==> config.mk <==
export PLATFORM = sky130hd
export DESIGN_NAME = mmu_fetch_responder
export DESIGN_NICKNAME = d
export VERILOG_FILES = /design/src/rtl/mmu_pkg.sv /design/src/rtl/mmu_lane_capture.sv /design/src/rtl/mmu_fetch_responder.sv
export SDC_FILE = /design/constraint.sdc
export NUM_CORES = 1
export LEC_CHECK = 0
export CORE_MARGIN = 2
export CORE_UTILIZATION = 31
export CTS_CLUSTER_DIAMETER = 40
export CTS_CLUSTER_SIZE = 24
export DETAILED_ROUTE_END_ITERATION = 7
export REMOVE_ABC_BUFFERS = 1
export SYNTH_ARGS = -nofsm -noshare
export SYNTH_HDL_FRONTEND = slang
export SYNTH_SLANG_ARGS = --single-unit
==> constraint.sdc <==
create_clock -name soc_clk -period 5.63 [get_ports soc_clk]
set_input_delay 1.126 -clock soc_clk [delete_from_list [all_inputs] [get_ports soc_clk]]
set_output_delay 1.126 -clock soc_clk [all_outputs]
set_load 0.01 [all_outputs]
==> src/rtl/mmu_pkg.sv <==
// rtl/mmu_pkg.sv - shared types and constants for the MMU fetch responder
package mmu_pkg;

    typedef enum logic [1:0] {
        ST_IDLE   = 2'd0,
        ST_ACCESS = 2'd1,
        ST_RDWAIT = 2'd2,
        ST_DONE   = 2'd3
    } mmu_state_t;

    localparam int LANES      = 4;
    localparam int ACCESS_CYC = 4;
    localparam int DONE_LAT   = 6;
    localparam int SHORT_LAT  = 2;

    function automatic logic [7:0] lane_byte(input logic [31:0] word, input logic [1:0] lane);
        return word[{lane, 3'b000} +: 8];
    endfunction

endpackage

==> src/rtl/mmu_lane_capture.sv <==
// rtl/mmu_lane_capture.sv - collects SRAM read bytes into a word with per-lane valid tags
module mmu_lane_capture
    import mmu_pkg::*;
(
    input  logic        soc_clk,
    input  logic        MMU_reset,
    input  logic        clear,
    input  logic        rd_en,
    input  logic [1:0]  lane,
    input  logic [7:0]  sram_rdata,
    output logic [31:0] rdata
);

    logic             pend_q;
    logic [1:0]       lane_q;
    logic [7:0]       byte_q [LANES];
    logic [LANES-1:0] valid_q;

    // The SRAM returns data one cycle after the enable, so the lane is remembered
    // and the byte is taken the following cycle whatever the stall input does.
    always_ff @(posedge soc_clk) begin
        if (MMU_reset) begin
            pend_q  <= 1'b0;
            lane_q  <= 2'd0;
            valid_q <= '0;
            for (int i = 0; i < LANES; i++) begin
                byte_q[i] <= 8'h00;
            end
        end else begin
            pend_q <= rd_en;
            lane_q <= lane;
            if (clear) begin
                valid_q <= '0;
            end else if (pend_q) begin
                valid_q[lane_q] <= 1'b1;
                byte_q[lane_q]  <= sram_rdata;
            end
        end
    end

    always_comb begin
        rdata = '0;
        for (int i = 0; i < LANES; i++) begin
            rdata[8*i +: 8] = valid_q[i] ? byte_q[i] : 8'h00;
        end
    end

endmodule

==> src/rtl/mmu_fetch_responder.sv <==
// rtl/mmu_fetch_responder.sv - word request to byte-wide SRAM sequencer with range fault
module mmu_fetch_responder
    import mmu_pkg::*;
#(
    parameter int SRAM_ADDR_W = 12
) (
    input  logic                   soc_clk,
    input  logic                   MMU_reset,
    input  logic                   MMU_stall,
    input  logic                   memfetch_start,
    input  logic [31:0]            addr,
    input  logic [3:0]             bits_to_access,
    input  logic                   read_or_write,
    input  logic [31:0]            mem_wdata,
    output logic                   mem_busy,
    output logic                   mem_done,
    output logic                   mem_fault,
    output logic [31:0]            mem_rdata,
    output logic                   sram_en,
    output logic                   sram_we,
    output logic [SRAM_ADDR_W-1:0] sram_addr,
    output logic [7:0]             sram_wdata,
    input  logic [7:0]             sram_rdata
);

    mmu_state_t  state_q, state_d;
    logic [1:0]  cnt_q;
    logic [31:2] addr_q;
    logic [3:0]  bte_q;
    logic        rw_q;
    logic [31:0] wdata_q;
    logic        short_pend_q;
    logic        fault_q;
    logic        accept;
    logic        short_live;
    logic        unused_addr_lsbs;

    assign unused_addr_lsbs = ^addr[1:0];

    // A short (fault or empty-mask) request spends one cycle in IDLE with
    // short_pend_q set, so its mem_done lands in the second cycle after accept.
    assign accept     = (state_q == ST_IDLE) && !short_pend_q && memfetch_start;
    assign short_live = (addr[31:SRAM_ADDR_W] != '0) || (bits_to_access == 4'b0000);

    always_ff @(posedge soc_clk) begin
        if (MMU_reset) begin
            state_q      <= ST_IDLE;
            cnt_q        <= 2'd0;
            addr_q       <= '0;
            bte_q        <= 4'b0000;
            rw_q         <= 1'b0;
            wdata_q      <= 32'h0;
            short_pend_q <= 1'b0;
            fault_q      <= 1'b0;
        end else begin
            state_q      <= state_d;
            short_pend_q <= accept && short_live;
            if (accept) begin
                addr_q  <= addr[31:2];
                bte_q   <= bits_to_access;
                rw_q    <= read_or_write;
                wdata_q <= mem_wdata;
                cnt_q   <= 2'd0;
                fault_q <= 1'b0;
            end
            if (short_pend_q) begin
                fault_q <= (addr_q[31:SRAM_ADDR_W] != '0);
            end
            if (state_q == ST_ACCESS && !MMU_stall) begin
                cnt_q <= cnt_q + 2'd1;
            end
        end
    end

    always_comb begin
        state_d = state_q;
        case (state_q)
            ST_IDLE: begin
                if (short_pend_q) begin
                    state_d = ST_DONE;
                end else if (accept && !short_live) begin
                    state_d = ST_ACCESS;
                end
            end
            ST_ACCESS: begin
                if (!MMU_stall && cnt_q == 2'(ACCESS_CYC - 1)) begin
                    state_d = ST_RDWAIT;
                end
            end
            ST_RDWAIT: begin
                if (!MMU_stall) begin
                    state_d = ST_DONE;
                end
            end
            ST_DONE: state_d = ST_IDLE;
            default: state_d = ST_IDLE;
        endcase
    end

    always_comb begin
        sram_en    = 1'b0;
        sram_we    = 1'b0;
        sram_addr  = '0;
        sram_wdata = 8'h00;
        if (state_q == ST_ACCESS) begin
            sram_en    = bte_q[cnt_q] && !MMU_stall;
            sram_we    = rw_q;
            sram_addr  = {addr_q[SRAM_ADDR_W-1:2], cnt_q};
            sram_wdata = lane_byte(wdata_q, cnt_q);
        end
    end

    assign mem_busy  = (state_q != ST_IDLE) || short_pend_q;
    assign mem_done  = (state_q == ST_DONE);
    assign mem_fault = fault_q;

    mmu_lane_capture u_capture (
        .soc_clk    (soc_clk),
        .MMU_reset  (MMU_reset),
        .clear      (accept),
        .rd_en      (sram_en && !sram_we),
        .lane       (cnt_q),
        .sram_rdata (sram_rdata),
        .rdata      (mem_rdata)
    );

endmodule

# --- After elaboration in Yosys (flattened, before gate mapping) ---
# Memories as Yosys holds them, arrays and structs flattened.
# Index checks and enable logic that the tools add are counted.
totals:
  regBits: 80
  ramBits: 32
  input_bits: 81
  output_inout_bits: 57
  word_cells: 80
  memories: 1
mem_list:
  columns: ["memory", "depth", "width", "rd", "rd_ports_with_merged_regs", "wr", "line_no", "text"]
  rows:
  - ["u_capture.byte_q", 4, 8, 4, 0, 4, "mmu_lane_capture.sv:16", "logic [7:0] byte_q [LANES];"]
op_classes:
  add_sub_neg: 1
  magnitude_cmp: 3
  n_eq_ne: 7
  shift: 1
  mux: 30
  n_bitwise: 1
  reduce_logical: 25
ops:
  columns: ["op", "count"]
  rows:
  - ["$mux 8", 6]
  - ["$reduce_bool 20->1", 2]
  - ["$shiftx 32x6->8", 1]
  - ["$mux 2", 7]
  - ["$mux 1", 13]
  - ["$mux 12", 1]
  - ["$logic_and 1x1->1", 9]
  - ["$pmux 2 s4", 1]
  - ["$reduce_or 8->1", 1]
  - ["$eq 2x2->1 const B", 3]
  - ["$lt 2x3->1 const B", 2]
  - ["$reduce_bool 2->1", 3]
  - ["$logic_not 1->1", 4]
  - ["$logic_not 4->1", 1]
  - ["$or 4x4->4", 1]
  - ["$ne 3x2->1 const B", 1]
  - ["$reduce_and 3->1", 1]
  - ["$add 2x1->2 const B", 1]
  - ["$bmux 1 s2", 1]
  - ["$demux 1 s2", 1]
  - ["$eq 2x1->1 const B", 1]
  - ["$ge 2x1->1 const B", 1]
  - ["$logic_not 2->1", 1]
  - ["$logic_or 1x1->1", 2]
  - ["other kinds (3)", 3]

# --- Depth between registers and ports, before layout ---
# Gate-level depths: netlist (run 1).
logic_depth:
  ltp_word: 8
  depth_mapped: 9
  mapped_depth_nobuf: 7

# --- Cells and area by module ---
# A second synthesis (run 1) with hierarchy kept.
unflattened:
  hier_cells: 517
  hier_area_um2: 4828.4
by_module_without_submodules:
  columns: ["mod", "n_inst", "cells_per_inst", "area_per_inst_um2", "seq_area_each_um2"]
  rows:
  - ["mmu_fetch_responder", 1, 380, 3151.8, 1461.4]
  - ["mmu_lane_capture", 1, 137, 1676.6, 1101.1]

# --- Worst setup path after synthesis (run 1) ---
# OpenSTA, ideal clock, no wires.
synth_timing:
  path_kind: "input to output"
  from: "input port MMU_stall"
  to: "output port sram_en"
  t_arrival_ps: 1504
  required_time_ps: 4504
  setup_slack_ps: 3000
  path_stages: 2
  path_buffers: 0
  cell_sequence: "nand2b_1 -> nor2b_1"
synth_via:
  elab_chain_len: 3
synth_rtl:
  columns: ["element", "line_no", "text"]
  rows:
  - ["start, declared", "mmu_fetch_responder.sv:9", "input logic MMU_stall,"]
  - ["$logic_not 1->1", "mmu_fetch_responder.sv:106", "sram_en = bte_q[cnt_q] && !MMU_stall;"]
  - ["$logic_and 1x1->1", "mmu_fetch_responder.sv:106", null]
  - ["$mux 1", "mmu_fetch_responder.sv:105", "if (state_q == ST_ACCESS) begin"]
  - ["end, declared", "mmu_fetch_responder.sv:19", "output logic sram_en,"]
# Every way passes these cells.

# --- Final worst setup path (run 1) ---
# Ends and elaborated chain as after synthesis.

==> results of run 1 <==
-- sequential cells by signal (all words and copies together) (netlist names), 2 cells and up --
register	flops
cnt_q	2
state_q	2
wdata_q	32
u_capture.valid_q	4
bte_q	4
addr_q	30
u_capture.byte_q	32
u_capture.lane_q	2
-- metal layers --
metal  routed length [µm]  share of wire (%)
met2                 5610                 47
met4                  232                2.0
met1                 5300                 45
met3                  741                6.2
met5                    0                  0
-- area by class of cell --
cell class | count | area share, %
well taps | 188 | 3.58
clock inverters | 2 | 0.533
inverters | 3 | 0.171
repair buffers | 138 | 20.8
flip-flops and latches | 112 | 39.0
multi-input cells | 361 | 31.6
clock buffers | 13 | 4.30
-- path summary, 6_finish.rpt --
| path | startpoint | end |
|---|---|---|
| worst max-delay path | MMU_stall | sram_en |
| worst max register to register | state_q[0] | u_capture.byte_q[0][0] |
| worst min register to register | addr_q[5] | addr_q[5] |
| worst min-delay path | addr_q[5] | addr_q[5] |
-- metrics by stage --
| stage | hold slack, ns | setup WS [ns] | utilization (%) |
|---|---|---|---|
| final | 0.450 | 1.81 | 43.4 |
| after global routing | 0.470 | 1.58 | 43.4 |
| after CTS | 0.454 | 1.71 | 43.4 |
| after detailed placement | 0.444 | 1.82 | 41.3 |
| after global placement | 0.440 | 1.84 | 41.3 |
| after floorplan | 0.425 | 2.12 | - |
-- cells by family (layout without fill, tap and decap cells) --
logic type | count (synthesis) | after routing | share of synthesized area (%)
and+or+nand+nor | 263 | 263 | 27.7
DFF | 112 | 112 | 53.5
AOI/OAI and AO/OA | 80 | 80 | 9.07
buffers and inverters | 34 | 156 | 3.14
muxes | 12 | 12 | 4.97
adders and majority gates | 6 | 6 | 1.57
-- worst register-to-register path, stage by stage, from the launching register on --
cell and delay [ns]:
sky130_fd_sc_hd__dfxtp_1 0.38, sky130_fd_sc_hd__inv_1 0.10, sky130_fd_sc_hd__ha_1 0.20, sky130_fd_sc_hd__nor2b_1 0.15
sky130_fd_sc_hd__and2_2 0.40, sky130_fd_sc_hd__nor2_1 0.91, sky130_fd_sc_hd__and3_1 0.29
-- where the power goes --
group	switching, mW	leakage, nW	internal, mW
sequential	0.0535	0.985	0.921
clock	0.278	0.160	0.395
combinational	0.307	1.31	0.219
-- layout by cell type, fill, tap and decap left out, drive strengths merged, types with 4 or more instances in the layout --
cell / netlist / layout
nand2: 139 / 139
clkdlybuf4s50: 0 / 134
dfxtp: 80 / 80
and2: 70 / 70
a21oi: 69 / 69
edfxtp: 32 / 32
and3: 17 / 17
clkbuf: 18 / 13
nor4: 10 / 10
mux4: 9 / 9
ha: 6 / 6
nor2: 5 / 5
nor2b: 4 / 4
nor3: 4 / 4
buf: 13 / 4
==> insert_results.sql, run 1 <==
INSERT INTO impl_metrics (metric_group, metric, value, unit) VALUES
('yosys', 'yosys_register_bits', '112', ''),
('yosys', 'synthDominantAreaCellType', 'sky130_fd_sc_hd__dfxtp_1', ''),
('clock_tree', 'cts_hold_repair.buffers', '0', ''),
('yosys', 'synth.top_cells.by_area', 'sky130_fd_sc_hd__dfxtp_1 (33%), sky130_fd_sc_hd__edfxtp_1 (20%), sky130_fd_sc_hd__nand2_1 (11%), sky130_fd_sc_hd__and2_1 (9.2%), sky130_fd_sc_hd__a21oi_1 (7.2%)', ''),
('worst_hold_path', 'hold_path_class', 'reg2reg', ''),
('placement', 'detailed_place_hpwl', '8470', 'µm'),
('final_layout', 'regArea', '0.00256', 'mm²'),
('final_layout', 'areaGrowthSynthToFinish', '37.3', '%'),
('critical_path', 'cp.arrival', '2.69', 'ns'),
('clock_tree', 'cts_repair_resize_count', '0', ''),
('critical_path', 'most_prevalent_standard_cell_on_the_critical_path', 'sky130_fd_sc_hd__clkdlybuf4s50_1', ''),
('yosys', 'synth_top_cell_area_share', '33.5', '%'),
('yosys', 'synth.most_common_cell', 'sky130_fd_sc_hd__nand2_1', ''),
('critical_path', 'cp.required', '4.50', 'ns'),
('critical_path', 'timing.reg2reg.setup_slack', '3.07', 'ns'),
('clock_tree', 'cts_root_buffer', 'sky130_fd_sc_hd__clkbuf_16', ''),
('grt', 'initial_antenna_violation_count', '0', ''),
('yosys', 'synthesis.area', '0.00479', 'mm²'),
('yosys', 'synthTopCellsByCount', 'sky130_fd_sc_hd__nand2_1 (139), sky130_fd_sc_hd__dfxtp_1 (80), sky130_fd_sc_hd__and2_1 (70)', ''),
('placement', 'dp_cells', '802', ''),
('sta', 'rsz0062_at_grt', 'no', ''),
('final_layout', 'final-instance-count-excl-fill', '817', ''),
('critical_path', 'crit_family', 'buffers and inverters', ''),
('placement', 'gp_congestion', '0.734', ''),
('die', 'floorplan_die_area', '0.0164', 'mm²'),
('placement', 'dpl-instance-area', '0.00625', 'mm²'),
('yosys', 'mean_cell_area_of_the_mapped_netlist', '9.44', 'µm²'),
('clock_tree', 'clkTransAtPathRegs', '0.07', 'ns'),
('sta', 'worstMarginPinSlew', '1.08', 'ns'),
('sta', 'fin_crit_sh', '67.9', '%'),
('yosys', 'syn-instance-count', '507', ''),
('critical_path', 'path_depth', '4', ''),
('clock_tree', 'cts-htree-levels', '3', ''),
('clock_tree', 'cts_num_sinks', '112', ''),
('die', 'placeableCoreArea', '0.0151', 'mm²'),
('final_layout', 'nFillCells', '1475', ''),
('yosys', 'yosysWarnings', '0', ''),
('routing', 'routed_wire_length_per_instance', '14.5', 'µm'),
('clock_tree', 'clk-insertion-delay-late', '0.35', 'ns'),
('sta', 'timing.setup.tns', '0', 'ns'),
('final_layout', 'design.final.nets', '712', ''),
('critical_path', 'worstSetupEndpointType', 'primary output', ''),
('critical_path', 'path_buf_inv', '2', ''),
('routing', 'router_iterations_before_antenna_repair', '4', ''),
('placement', 'port_buffers', '135', ''),
('sta', 'maxClockFrequency', '262', 'MHz'),
('sta', 'final_max_slew_viol_count', '0', ''),
('die', 'die_width', '128', 'µm'),
('yosys', 'async_set_or_reset_register_ratio_after_synthesis', '0', '%'),
('sta', 'finalClockSkew', '0.00695', 'ns'),
('critical_path', 'worst_setup_path_start_kind', 'input pin', ''),
('yosys', 'yosysUniqueCellTypes', '39', ''),
('clock_tree', 'clockBufferDepth', '2', ''),
('die', 'floorplan.io_pins', '138', ''),
('final_layout', 'multi_input_comb_area', '0.00208', 'mm²'),
('critical_path', 'critical_path.cell_chain', 'clkdlybuf4s50_1 -> nand2b_1 -> nor2b_1 -> clkdlybuf4s50_1', ''),
('die', 'start_util', '31.6', '%'),
('routing', 'vias', '3819', ''),
('grt', 'overflow', '0', ''),
('die', 'placement_rows', '45', ''),
('grt', 'globalRouteTotalUtil', '14.8', '%'),
('sta', 'timing.slew.headroom', '27.7', '%'),
('grt', 'grt-busiest-layer', 'met2', ''),
('status', 'status', 'complete, no violations', ''),
('critical_path', 'critical_path.max_fanout', '4', ''),
('critical_path', 'crit_path_max_incr_delay', '0.59', 'ns'),
('grt', 'globalRouteMet1Util', '18.1', '%'),
('final_layout', 'diode_insertion_count_for_antenna_repair', '0', ''),
('worst_hold_path', 'worst_hold_path.num_cells', '2', ''),
('grt', 'grt_max_degree', '76', ''),
('sta', 'number_of_failing_hold_endpoints_at_the_final_stage', '0', '');
Power figures use the tool's default switching activity.
==> run 2: changes to the inputs <==
==> constraint.sdc (replaced) <==
create_clock -name soc_clk -period 3.3 [get_ports soc_clk]
set_input_delay 0.66 -clock soc_clk [delete_from_list [all_inputs] [get_ports soc_clk]]
set_output_delay 0.66 -clock soc_clk [all_outputs]
set_load 0.01 [all_outputs]
==> insert_results.sql, run 2 (synthesis results as in run 1) <==
INSERT INTO impl_metrics (metric_group, metric, value, unit) VALUES
('worst_hold_path', 'worst_hold_path.endpoint', 'rw_q', ''),
('final_layout', 'areaGrowthSynthToFinish', '37.4', '%'),
('clock_tree', 'clk-insertion-delay-late', '0.35', 'ns'),
('grt', 'overflow', '0', ''),
('final_layout', 'design.final.nets', '718', ''),
('sta', 'rsz0062_at_grt', 'no', ''),
('die', 'die_width', '128', 'µm'),
('critical_path', 'worstReg2RegStart', 'state_q[0]', ''),
('critical_path', 'worst_setup_path_start_kind', 'register', ''),
('routing', 'vias_per_cell', '4.72', ''),
('grt', 'grt_first_pass_wirelength', '18800', 'µm'),
('final_layout', 'final-instance-count-excl-fill', '824', ''),
('worst_hold_path', 'worst_hold_path.num_cells', '2', ''),
('clock_tree', 'cts_num_sinks', '112', ''),
('sta', 'timing.setup.tns', '0', 'ns'),
('clock_tree', 'cts_root_buffer', 'sky130_fd_sc_hd__clkbuf_16', ''),
('die', 'floorplan.io_pins', '138', ''),
('placement', 'gp_congestion', '0.768', ''),
('sta', 'number_of_failing_hold_endpoints_at_the_final_stage', '0', ''),
('critical_path', 'critical_path.slowest_cell', 'sky130_fd_sc_hd__dfxtp_1', ''),
('critical_path', 'worstSetupEndpointType', 'primary output', ''),
('sta', 'finalHoldWorstSlack', '0.450', 'ns'),
('pwr', 'p_switching', '1.11', 'mW'),
('final_layout', 'post-route-util', '43.4', '%'),
('critical_path', 'timing.reg2reg.setup_slack', '0.73', 'ns'),
('final_layout', 'largestRegisters', 'u_capture.byte_q x32, wdata_q x32, addr_q x30', ''),
('sta', 'fin_crit_sh', '87.2', '%'),
('pwr', 'worst_ir_drop_vdd', '0.289', 'mV'),
('placement', 'detailed_place_hpwl', '8570', 'µm'),
('pwr', 'report.power.total', '3.59', 'mW'),
('pwr', 'cell_internal_pwr', '2.49', 'mW'),
('grt', 'vias_in_the_first_global_route', '3839', ''),
('run', 'timing.max_cap.violations', '0', ''),
('critical_path', 'cp.arrival', '2.22', 'ns'),
('grt', 'grt_max_degree', '55', ''),
('routing', 'antenna_violating_nets_post_route', '0', ''),
('final_layout', 'layout_common_cells', 'sky130_fd_sc_hd__nand2_1 (138), sky130_fd_sc_hd__clkdlybuf4s50_1 (134), sky130_fd_sc_hd__dfxtp_1 (80)', ''),
('final_layout', 'nFillCells', '1492', ''),
('routing', 'router_iterations_before_antenna_repair', '4', ''),
('clock_tree', 'post-cts-setup-buffer-count', '0', ''),
('placement', 'pre_cts_ws', '0.313', 'ns'),
('clock_tree', 'clockBufferDepth', '2', ''),
('critical_path', 'cp.required', '2.64', 'ns'),
('clock_tree', 'cts-htree-levels', '3', ''),
('die', 'placeableCoreArea', '0.0151', 'mm²'),
('die', 'start_util', '31.6', '%'),
('final_layout', 'final_cell_area', '0.00657', 'mm²'),
('critical_path', 'critical_path.max_fanout', '13', ''),
('final_layout', 'diode_insertion_count_for_antenna_repair', '0', ''),
('clock_tree', 'cts_repair_resize_count', '0', ''),
('pwr', 'share_seq_of_total_power', '45.9', '%'),
('critical_path', 'worst_setup_path_startpoint', 'cnt_q[1]', ''),
('pwr', 'combPwrFrac', '25.9', '%'),
('sta', 'fin_crit', '2.88', 'ns'),
('sta', 'final_critical_path_setup_slack', '0.424', 'ns'),
('critical_path', 'rr_endpoint', 'u_capture.byte_q[0][1]', ''),
('status', 'status', 'complete, no violations', ''),
('placement', 'dpl-instance-area', '0.00630', 'mm²'),
('clock_tree', 'cts_tree', 'yes', ''),
('routing', 'remaining_drc_errors', '0', ''),
('worst_hold_path', 'hold_path_class', 'reg2reg', ''),
('worst_hold_path', 'hold_path_startpoint', 'rw_q', ''),
('routing', 'routed_wire_length_per_instance', '14.3', 'µm'),
('grt', 'initial_antenna_violation_count', '0', ''),
('critical_path', 'critical_path.cell_chain', 'mux4_2 -> nor2b_1 -> clkdlybuf4s50_1', ''),
('placement', 'dp_cells', '808', ''),
('critical_path', 'worstRegToRegCells', '6', ''),
('clock_tree', 'cts_made_buffers', '9', ''),
('pwr', 'power.density_cell_area', '547', 'mW/mm²'),
('pwr', 'power.leakage', '2.46', 'nW'),
('routing', 'postRouteWirelength', '11800', 'µm'),
('die', 'die_h', '128', 'µm'),
('critical_path', 'crit_path_max_incr_delay', '0.73', 'ns'),
('routing', 'drt_first_iter_violations', '163', ''),
('critical_path', 'timing_worst_setup_path_type', 'reg2out', ''),
('clock_tree', 'cts_hold_repair.buffers', '0', ''),
('final_layout', 'post_route_cells_drive_above_1_share', '6.60', '%'),
('sta', 'setup_violations', '0', ''),
('sta', 'maxClockFrequency', '348', 'MHz'),
('placement', 'port_buffers', '135', ''),
('die', 'floorplan_die_area', '0.0164', 'mm²'),
('sta', 'timing.slew.headroom', '26.5', '%'),
('grt', 'globalRouteTotalUtil', '14.7', '%'),
('pwr', 'power.share.clock', '28.2', '%'),
('sta', 'finalClockSkew', '0.00769', 'ns'),
('clock_tree', 'clkTransAtPathRegs', '0.07', 'ns'),
('final_layout', 'final_common_cell', 'sky130_fd_sc_hd__nand2_1', ''),
('sta', 'worstMarginPinSlew', '1.10', 'ns'),
('sta', 'final_max_slew_viol_count', '0', ''),
('die', 'placement_rows', '45', ''),
('pwr', 'netSwitchingFraction', '30.7', '%'),
('routing', 'vias', '3888', '');
run 2: power groups by stage:
stage                     logic [mW]  registers (mW)  clock network [mW]
after global routing            1.04            1.67                1.10
after CTS                      0.949            1.65                1.05
final                          0.930            1.65                1.02
after detailed placement       0.946            1.68                   0
after global placement         0.927            1.67                   0
after floorplan                0.548            1.67                   0
run 2: worst max-delay path: cells and delay by family (launching register included):
kind,cells,cell delay [ns]
simple gates,1,0.23
buf+inv,1,0.58
mux,1,0.33
flops,1,0.73
run 2: final cells by class:
| class | instances | area (µm²) | share of cell area, % |
|---|---|---|---|
| repair buffers | 144 | 1410 | 21.5 |
| flip-flops and latches | 112 | 2560 | 39.0 |
| clock inverters | 5 | 31.3 | 0.476 |
| inverters | 3 | 11.3 | 0.171 |
| clock buffers | 11 | 243 | 3.69 |
| multi-input cells | 361 | 2080 | 31.6 |
| well taps | 188 | 235 | 3.58 |
run 2: worst max-delay path by stage:
stage | end | slack, ns | depth (start not counted)
2_1_floorplan | u_capture.byte_q[3][0] | 0.16 | 6
3_3_place_gp | u_capture.byte_q[0][3] | 0.35 | 4
3_5_place_dp | u_capture.byte_q[0][1] | 0.31 | 4
4_1_cts | sram_en | 0.36 | 3
5_1_grt | sram_wdata[6] | 0.32 | 5
6_report | sram_en | 0.42 | 3
run 2: metal layers:
metal	vias to the layer above	track usage [%]	part of all wire, %
li1	1950	-	-
met1	1798	18.2	46
met5	-	0	0.051
met3	17	3.80	6.5
met4	2	5.49	1.8
met2	121	24.6	46
